==> src/rtl/hazard_ctrl.sv <==
// -----------------------------------------------------------------------------
// hazard_ctrl
//   Pipeline sequencer for the IF/ID, ID/EX and EX/MEM registers. Produces the
//   per-stage load enables and flushes plus the PC enable, covering:
//     - load-use stall (bubble into ID/EX, PC and IF/ID held)
//     - taken-branch flush (IF/ID flushed for FLUSH_CYCLES cycles)
//     - whole-pipe freeze while data memory is busy, with a sticky timeout
//   Priority, highest first: freeze > branch > load-use.
//
// Parameters
//   FLUSH_CYCLES  cycles IF/ID is flushed after a taken branch (>=1)
//   MEM_TIMEOUT   freeze cycles before mem_timeout_o is raised (>=1)
//   CNT_W         memory-wait counter width (2**CNT_W > MEM_TIMEOUT)
//
// Ports
//   clk, rst_n                 clock (rising edge), async active-low reset
//   id_rs1_i/id_rs2_i          source register indices of the ID instruction
//   id_uses_rs1_i/_rs2_i       ID instruction actually reads rs1 / rs2
//   ex_rd_i, ex_mem_read_i     destination index / is-load of EX instruction
//   ex_br_taken_i              branch/jump in EX resolved taken
//   mem_req_i, mem_ready_i     MEM stage access active / completes this cycle
//   pc_en_o, *_en_o, *_flush_o pipeline register controls (combinational)
//   mem_timeout_o              sticky: a freeze reached MEM_TIMEOUT cycles
//   state_o                    current state: RUN=0, BR_FLUSH=1, MEM_WAIT=2
//   stall_cnt_o, flush_cnt_o   performance counters
//
// Configuration
//   HAZARD_PERF_CNT_EN  when defined, stall_cnt_o counts load-use cycles and
//                       flush_cnt_o counts accepted taken branches (32-bit,
//                       saturating). When undefined both ports read 0 and no
//                       counter flops exist.
// -----------------------------------------------------------------------------
module hazard_ctrl #(
   parameter int FLUSH_CYCLES = 2,
   parameter int MEM_TIMEOUT  = 255,
   parameter int CNT_W        = 8
) (
   input  logic        clk,
   input  logic        rst_n,
   input  logic [4:0]  id_rs1_i,
   input  logic [4:0]  id_rs2_i,
   input  logic        id_uses_rs1_i,
   input  logic        id_uses_rs2_i,
   input  logic [4:0]  ex_rd_i,
   input  logic        ex_mem_read_i,
   input  logic        ex_br_taken_i,
   input  logic        mem_req_i,
   input  logic        mem_ready_i,
   output logic        pc_en_o,
   output logic        ifid_en_o,
   output logic        ifid_flush_o,
   output logic        idex_en_o,
   output logic        idex_flush_o,
   output logic        exmem_en_o,
   output logic        mem_timeout_o,
   output logic [1:0]  state_o,
   output logic [31:0] stall_cnt_o,
   output logic [31:0] flush_cnt_o
);

   // Just wide enough to hold FLUSH_CYCLES-1.
   localparam int FCNT_W = (FLUSH_CYCLES > 2) ? $clog2(FLUSH_CYCLES) : 1;

   typedef enum logic [1:0] {
      RUN      = 2'd0,
      BR_FLUSH = 2'd1,
      MEM_WAIT = 2'd2
   } state_e;

   state_e             state_q, state_d;
   state_e             ret_state_q, ret_state_d;
   logic [FCNT_W-1:0]  fcnt_q, fcnt_d;
   logic [CNT_W-1:0]   wait_cnt_q, wait_cnt_d;
   logic               timeout_q, timeout_d;
   logic               run_q;

   logic   frozen;
   logic   lu_hit;
   logic   br_acc;
   logic   lu_acc;
   logic   tmo_hit;
   state_e eff_state;

   assign frozen = mem_req_i && !mem_ready_i;

   // While in MEM_WAIT the pipe behaves as the state it was frozen from, so
   // the release cycle already follows the normal rules of that state.
   // fcnt_q is not touched while frozen, so it also serves as the saved count.
   assign eff_state = (state_q == MEM_WAIT) ? ret_state_q : state_q;

   // x0 is hardwired zero: a load targeting it never creates a dependency.
   assign lu_hit = ex_mem_read_i && (ex_rd_i != 5'd0) &&
                   ((id_uses_rs1_i && (id_rs1_i == ex_rd_i)) ||
                    (id_uses_rs2_i && (id_rs2_i == ex_rd_i)));

   assign br_acc = run_q && !frozen && ex_br_taken_i;
   assign lu_acc = run_q && !frozen && !ex_br_taken_i &&
                   (eff_state == RUN) && lu_hit;

   // ---------------------------------------------------------------------------
   // Pipeline register controls
   // ---------------------------------------------------------------------------
   always_comb begin
      pc_en_o      = 1'b0;
      ifid_en_o    = 1'b0;
      ifid_flush_o = 1'b0;
      idex_en_o    = 1'b0;
      idex_flush_o = 1'b0;
      exmem_en_o   = 1'b0;
      if (run_q && !frozen) begin
         pc_en_o    = 1'b1;
         ifid_en_o  = 1'b1;
         idex_en_o  = 1'b1;
         exmem_en_o = 1'b1;
         if (br_acc) begin
            // PC loads the target; both wrong-path instructions are killed.
            ifid_flush_o = 1'b1;
            idex_flush_o = 1'b1;
         end else if (eff_state == BR_FLUSH) begin
            ifid_flush_o = 1'b1;
         end else if (lu_acc) begin
            // Hold PC and IF/ID, insert a bubble behind the load.
            pc_en_o      = 1'b0;
            ifid_en_o    = 1'b0;
            idex_flush_o = 1'b1;
         end
      end
   end

   // ---------------------------------------------------------------------------
   // Next-state logic
   // ---------------------------------------------------------------------------
   always_comb begin
      state_d     = state_q;
      ret_state_d = ret_state_q;
      fcnt_d      = fcnt_q;
      wait_cnt_d  = wait_cnt_q;
      if (run_q) begin
         if (frozen) begin
            if (state_q != MEM_WAIT) begin
               ret_state_d = state_q;
               state_d     = MEM_WAIT;
               wait_cnt_d  = CNT_W'(1);
            end else if (wait_cnt_q != {CNT_W{1'b1}}) begin
               wait_cnt_d = wait_cnt_q + CNT_W'(1);
            end
         end else begin
            state_d = eff_state;
            if (br_acc) begin
               // A branch inside BR_FLUSH restarts the flush window.
               fcnt_d = FCNT_W'(FLUSH_CYCLES - 1);
               if (FLUSH_CYCLES > 1) state_d = BR_FLUSH;
            end else if (eff_state == BR_FLUSH) begin
               if (fcnt_q <= FCNT_W'(1)) begin
                  fcnt_d  = '0;
                  state_d = RUN;
               end else begin
                  fcnt_d = fcnt_q - FCNT_W'(1);
               end
            end
         end
      end
   end

   // wait_cnt_d is the number of freeze cycles including the current one, so
   // the flag shows up in the very cycle the limit is reached.
   assign tmo_hit       = run_q && frozen && (wait_cnt_d == CNT_W'(MEM_TIMEOUT));
   assign timeout_d     = timeout_q | tmo_hit;
   assign mem_timeout_o = timeout_q | tmo_hit;
   assign state_o       = state_q;

   always_ff @(posedge clk or negedge rst_n) begin
      if (!rst_n) begin
         state_q     <= RUN;
         ret_state_q <= RUN;
         fcnt_q      <= '0;
         wait_cnt_q  <= '0;
         timeout_q   <= 1'b0;
         run_q       <= 1'b0;
      end else begin
         state_q     <= state_d;
         ret_state_q <= ret_state_d;
         fcnt_q      <= fcnt_d;
         wait_cnt_q  <= wait_cnt_d;
         timeout_q   <= timeout_d;
         run_q       <= 1'b1;
      end
   end

   // ---------------------------------------------------------------------------
   // Performance counters
   // ---------------------------------------------------------------------------
`ifdef HAZARD_PERF_CNT_EN
   logic [31:0] stall_cnt_q;
   logic [31:0] flush_cnt_q;

   always_ff @(posedge clk or negedge rst_n) begin
      if (!rst_n) begin
         stall_cnt_q <= '0;
         flush_cnt_q <= '0;
      end else begin
         if (lu_acc && (stall_cnt_q != 32'hFFFF_FFFF)) stall_cnt_q <= stall_cnt_q + 32'd1;
         if (br_acc && (flush_cnt_q != 32'hFFFF_FFFF)) flush_cnt_q <= flush_cnt_q + 32'd1;
      end
   end

   assign stall_cnt_o = stall_cnt_q;
   assign flush_cnt_o = flush_cnt_q;
`else
   assign stall_cnt_o = 32'd0;
   assign flush_cnt_o = 32'd0;
`endif

endmodule

==> config.mk <==
export PLATFORM = sky130hd
export DESIGN_NAME = hazard_ctrl
export DESIGN_NICKNAME = d
export VERILOG_FILES = /design/src/rtl/hazard_ctrl.sv
export SDC_FILE = /design/constraint.sdc
export NUM_CORES = 1
export LEC_CHECK = 0
export ABC_AREA = 1
export CAP_MARGIN = 25
export CORE_ASPECT_RATIO = 1.2
export CORE_MARGIN = 10
export CORE_UTILIZATION = 55
export DETAILED_ROUTE_END_ITERATION = 10
export DONT_BUFFER_PORTS = 1
export PLACE_DENSITY = 0.78
export SLEW_MARGIN = 20
export SYNTH_ARGS = -nofsm -noshare
export SYNTH_HDL_FRONTEND = slang
export SYNTH_SLANG_ARGS = --single-unit
==> constraint.sdc <==
create_clock -name clk -period 3.7 [get_ports clk]
set_clock_uncertainty 0.1 [all_clocks]
set_input_delay 0.74 -clock clk [delete_from_list [all_inputs] [get_ports clk]]
set_output_delay 0.74 -clock clk [all_outputs]
set_load 0.02 [all_outputs]
Word level (Yosys, flattened, before mapping) --
Cells that the tools add are included.
Storage, ports and cells: register bits 15, bits of input ports 23, output and inout bits 73, logic and storage cells 66
Cells by class: $add $sub $neg 2, $lt $le $gt $ge 1, equality and inequality tests 8, mux-type cells 25, bitwise operators 2, reduce and logical (&&, ||, !) cells 22
Operator list (count):
- $mux W8 | 4
- $mux W1 | 15
- $logic_and A1 B1 Y1 | 12
- $mux W2 | 6
- $eq A5 B5 Y1 | 2
- $add A8 B1 Y8 const B | 1
- $eq A8 B8 Y1 const B | 1
- $ne A8 B8 Y1 const B | 1
- $reduce_and A3 Y1 | 2
- $reduce_bool A5 Y1 | 1
- $logic_not A1 Y1 | 3
- $eq A2 B1 Y1 const B | 1
- $eq A2 B2 Y1 const B | 1
- $logic_not A2 Y1 | 1
- $ne A2 B1 Y1 const B | 1
- $ne A2 B2 Y1 const B | 1
- $reduce_and A2 Y1 | 1
- $reduce_bool A2 Y1 | 1
- $le A1 B1 Y1 const B | 1
- $logic_or A1 B1 Y1 | 1
- $not A1 Y1 | 1
- $or A1 B1 Y1 | 1
- $sub A1 B1 Y1 const B | 1

Longest topological paths before layout --
depth in word-level cells 11, gate-level depth with buffers 11

Worst setup path after synthesis --
No wires, ideal clock.
kind input to output, start point input port mem_ready_i, end point output port pc_en_o, data arrival time 2.122 ns, setup slack 0.738 ns, stages 7, buffers on the path 1, cells stage by stage inv_1 nand2_1 inv_1 nor2_1 inv_1 a21oi_1 buf_4
On the way: word-level cells in the longest chain between the ends 11, elaborated cells between the ends (all ways) 12, classes of those cells mux (4); reduce/logical (8)
RTL lines:
- start, declared | line 48 | input logic mem_ready_i,
- $logic_not A1 Y1 * | line 84 | assign frozen = mem_req_i && !mem_ready_i;
- $logic_and A1 B1 Y1 * | line 84
- $logic_not A1 Y1 * | line 96, 97, 110
- $logic_and A1 B1 Y1 * | line 96, 97, 110
- $logic_and A1 B1 Y1 (2 in series) | line 97 | assign lu_acc = run_q && !frozen && !ex_br_taken_i &&
- $logic_and A1 B1 Y1 | line 98 | (eff_state == RUN) && lu_hit;
- $mux W1 (3 in series)
- $mux W1 *
- end, declared | line 49 | output logic pc_en_o,
Mark *: on every way between the ends. The rest lies on a longest branch, timed or not.

Worst setup path after layout --
start point register wait_cnt_q[1], end point output port mem_timeout_o
On the way: word-level cells in the longest chain between the ends 8, elaborated cells between the ends (all ways) 9, classes of those cells add/sub (1); eq/ne (2); mux (4); bitwise (1); reduce/logical (1)
RTL lines:
- start, declared | line 73 | logic [CNT_W-1:0] wait_cnt_q, wait_cnt_d;
- start signal, assigned | line 184 | wait_cnt_q <= wait_cnt_d;
- $add A8 B1 Y8 / $ne A8 B8 Y1 (equally long branches) | line 145, 144
- $mux W8 | line 144 | end else if (wait_cnt_q != {CNT_W{1'b1}}) begin
- $mux W8 | line 140 | if (state_q != MEM_WAIT) begin
- $mux W8 | line 139 | if (frozen) begin
- $mux W8 * | line 138 | if (run_q) begin
- $eq A8 B8 Y1 * | line 167 | assign tmo_hit = run_q && frozen && (wait_cnt_d == CNT_W'(MEM_TIMEOUT));
- $logic_and A1 B1 Y1 * | line 167
- $or A1 B1 Y1 * | line 169 | assign mem_timeout_o = timeout_q | tmo_hit;
- end, declared | line 55 | output logic mem_timeout_o,
Marks and branches as above.

==> impl_metrics.json <==
{
  "grt_pass1_wl_um": 4810,
  "synthTopCellsByArea": "buf_4 (32%), dfrtp_1 (23%), nand2_1 (7.5%), inv_1 (5.6%), nand3_1 (4.2%)",
  "crit_chain": "ha_1, nand2_2, inv_2, nand4_4, nand3_1, nand2_1, nand3_1, nor2_1, nand3_1, nand2_1",
  "wl_per_cell_um": 12.2,
  "place_area_mm2": 0.00134,
  "antenna_found_initial": 0,
  "synthArstFlopShare": 1.00,
  "numCtsBuffers": 3,
  "cts.path.max_buffers": 2,
  "cp.buffers_inverters": 1,
  "design_area_mm2": 0.00138,
  "crit_family": "simple AND/OR/NAND/NOR gates",
  "core-area_mm2": 0.00273,
  "worstSetupStartpointType": "flip-flop",
  "hold_violations": 0,
  "hp-class": "input port to async pin",
  "drtIter0Drc": 35,
  "crit_fanout": 8,
  "syn_inst": 215,
  "fin_nets": 243,
  "drc": 0,
  "clk_latency_ps": 290,
  "post_cts_resize_count": 0,
  "crit_type": "flip-flop to output port",
  "final_common_cell": "conb_1",
  "layout_common_cells": "conb_1 (65), nand2_1 (31), inv_1 (23)",
  "num_vias": 1081,
  "gp_congestion": 0.934,
  "crit_slowest_cell": "dfrtp_1",
  "fin_setup_tns_ps": 0,
  "min_period_ps": 2740,
  "max-cap-violations": 0,
  "netlist-cell-type-count": 31,
  "io-pin-count": 96,
  "layout-drive-gt1-share": 0.133,
  "routed_via_density": 4.29,
  "setup_violations": 0,
  "ys_seq_area_frac": 0.227,
  "grt_max_degree": 15,
  "syn_to_final_growth_pct": -10.7,
  "dr.pass1.iters": 4,
  "fin_hold_ws_ps": 34.9,
  "gr-total-overflow": 0,
  "port_buffers": 0,
  "fin_crit_sh": 0.740,
  "r2r_cells": 10,
  "syn-cell-area_mm2": 0.00154,
  "fmax_ghz": 0.365,
  "grt_pass1_vias": 1143,
  "crit_path_end_kind": "output port",
  "critical_path_required_ps": 2860,
  "netlist.area_leader.share": 0.321,
  "die_area_mm2": 0.00534,
  "cp_common_cell": "nand3_1",
  "powerDensity_mw_per_mm2": 320,
  "r2r-start": "wait_cnt_q[1]",
  "synthFlopType": "dfrtp_1",
  "r2r_end": "timeout_q",
  "drt_wl_total_um": 3070,
  "place_hpwl_um": 2710,
  "cts_root_buf": "clkbuf_4",
  "critPathMaxStageDelay_ps": 430,
  "synth_warnings": 0,
  "p_leak_nw": 0.764,
  "yosysTopAreaCell": "buf_4",
  "dpl_worst_slack_ps": 986,
  "postRouteAntennaNets": 0,
  "rrSetupSlack_ps": 1890,
  "drv_slew": 0,
  "initial_core_util": 0.565,
  "fp.dieH_um": 78.0,
  "clk_pin_slew_ps": 90,
  "status": "finished, final reports clean",
  "cts_setup_buffers": 0,
  "cts_sinks": 14,
  "cts_tree": "built",
  "synth_edf_count": 0,
  "ir_drop_mv": 0.172,
  "p_total_mw": 0.441,
  "ys_ff_latch": 14,
  "worst_ep_arrival_time_ps": 1900,
  "rsz0062_at_grt": "false",
  "hold_buffers": 0,
  "num_rows": 21,
  "die_w_um": 68.4,
  "ctsHtreeMaxLevel": 1,
  "synth.avg_cell_area_um2": 7.18,
  "grt.total_usage": 0.112,
  "diodes": 0,
  "layout_setup_ws_ps": 962
}
## layer usage
metal  vias to the layer above  part of all wire  global-route usage
met2                        49              0.51               0.191
met3                         4              0.11              0.0398
met5                         -                 0                   0
met4                         0             0.021              0.0685
li1                        553                 -                   -
met1                       475              0.36               0.110
## synth_stat cells (2+ instances only)
master,number
nand3_1,13
nand2_2,7
or2_2,2
a21oi_1,4
buf_4,66
xnor2_1,4
nor2_4,2
o21ai_0,6
nand4_1,4
inv_2,4
nor3_1,2
nand3_2,2
conb_1,2
nor2_2,3
inv_1,23
nand2_1,31
nor2_1,13
dfrtp_1,14
## registers in the layout, indices dropped and copies added (netlist names)
| name | cells |
|---|---|
| wait_cnt_q | 8 |
| ret_state_q | 2 |
| state_o | 2 |
| run_q | 1 |
| timeout_q | 1 |
## stage by stage
| stage | util | instances |
|---|---|---|
| after floorplan | - | 278 |
| after global routing | 0.505 | 252 |
| after CTS | 0.505 | 252 |
| final | 0.505 | 252 |
| after global placement | 0.491 | 248 |
| after detailed placement | 0.491 | 248 |
## logic make-up (layout without fill, tap and decap cells)
logic type | after synthesis | in the layout | synth area share
buf+inv | 93 | 33 | 0.387
simple gates | 81 | 81 | 0.267
compound gates | 19 | 19 | 0.0786
flops | 14 | 14 | 0.227
xor+xnor | 5 | 5 | 0.0284
other cells | 2 | 65 | 0.00486
fa+ha+maj | 1 | 1 | 0.00810
## area by class of cell
cell class              instances  area (µm²)
fillers                       284        1350
multi-input cells             171         833
flip-flops and latches         14         350
inverters                      27         101
well taps                      34        42.5
clock buffers                   4        36.3
repair buffers                  2        15.0
## power by group
group / internal [mW] / switching, mW / leakage [nW] / total, mW
registers: 0.169 / 0.0205 / 0.179 / 0.190
logic: 0.0305 / 0.107 / 0.565 / 0.138
clock network: 0.0600 / 0.0533 / 0.0210 / 0.113
## worst max-delay path by stage
| stage | start | endpoint | depth (start not counted) |
|---|---|---|---|
| CTS | wait_cnt_q[0] | mem_timeout_o | 10 |
| global placement | mem_ready_i | mem_timeout_o | 11 |
| floorplan | mem_ready_i | pc_en_o | 7 |
| detailed placement | mem_ready_i | mem_timeout_o | 11 |
| finish | wait_cnt_q[1] | mem_timeout_o | 10 |
| global route | state_o[1] | mem_timeout_o | 10 |
No activity file was read; power rests on OpenSTA's default activity.
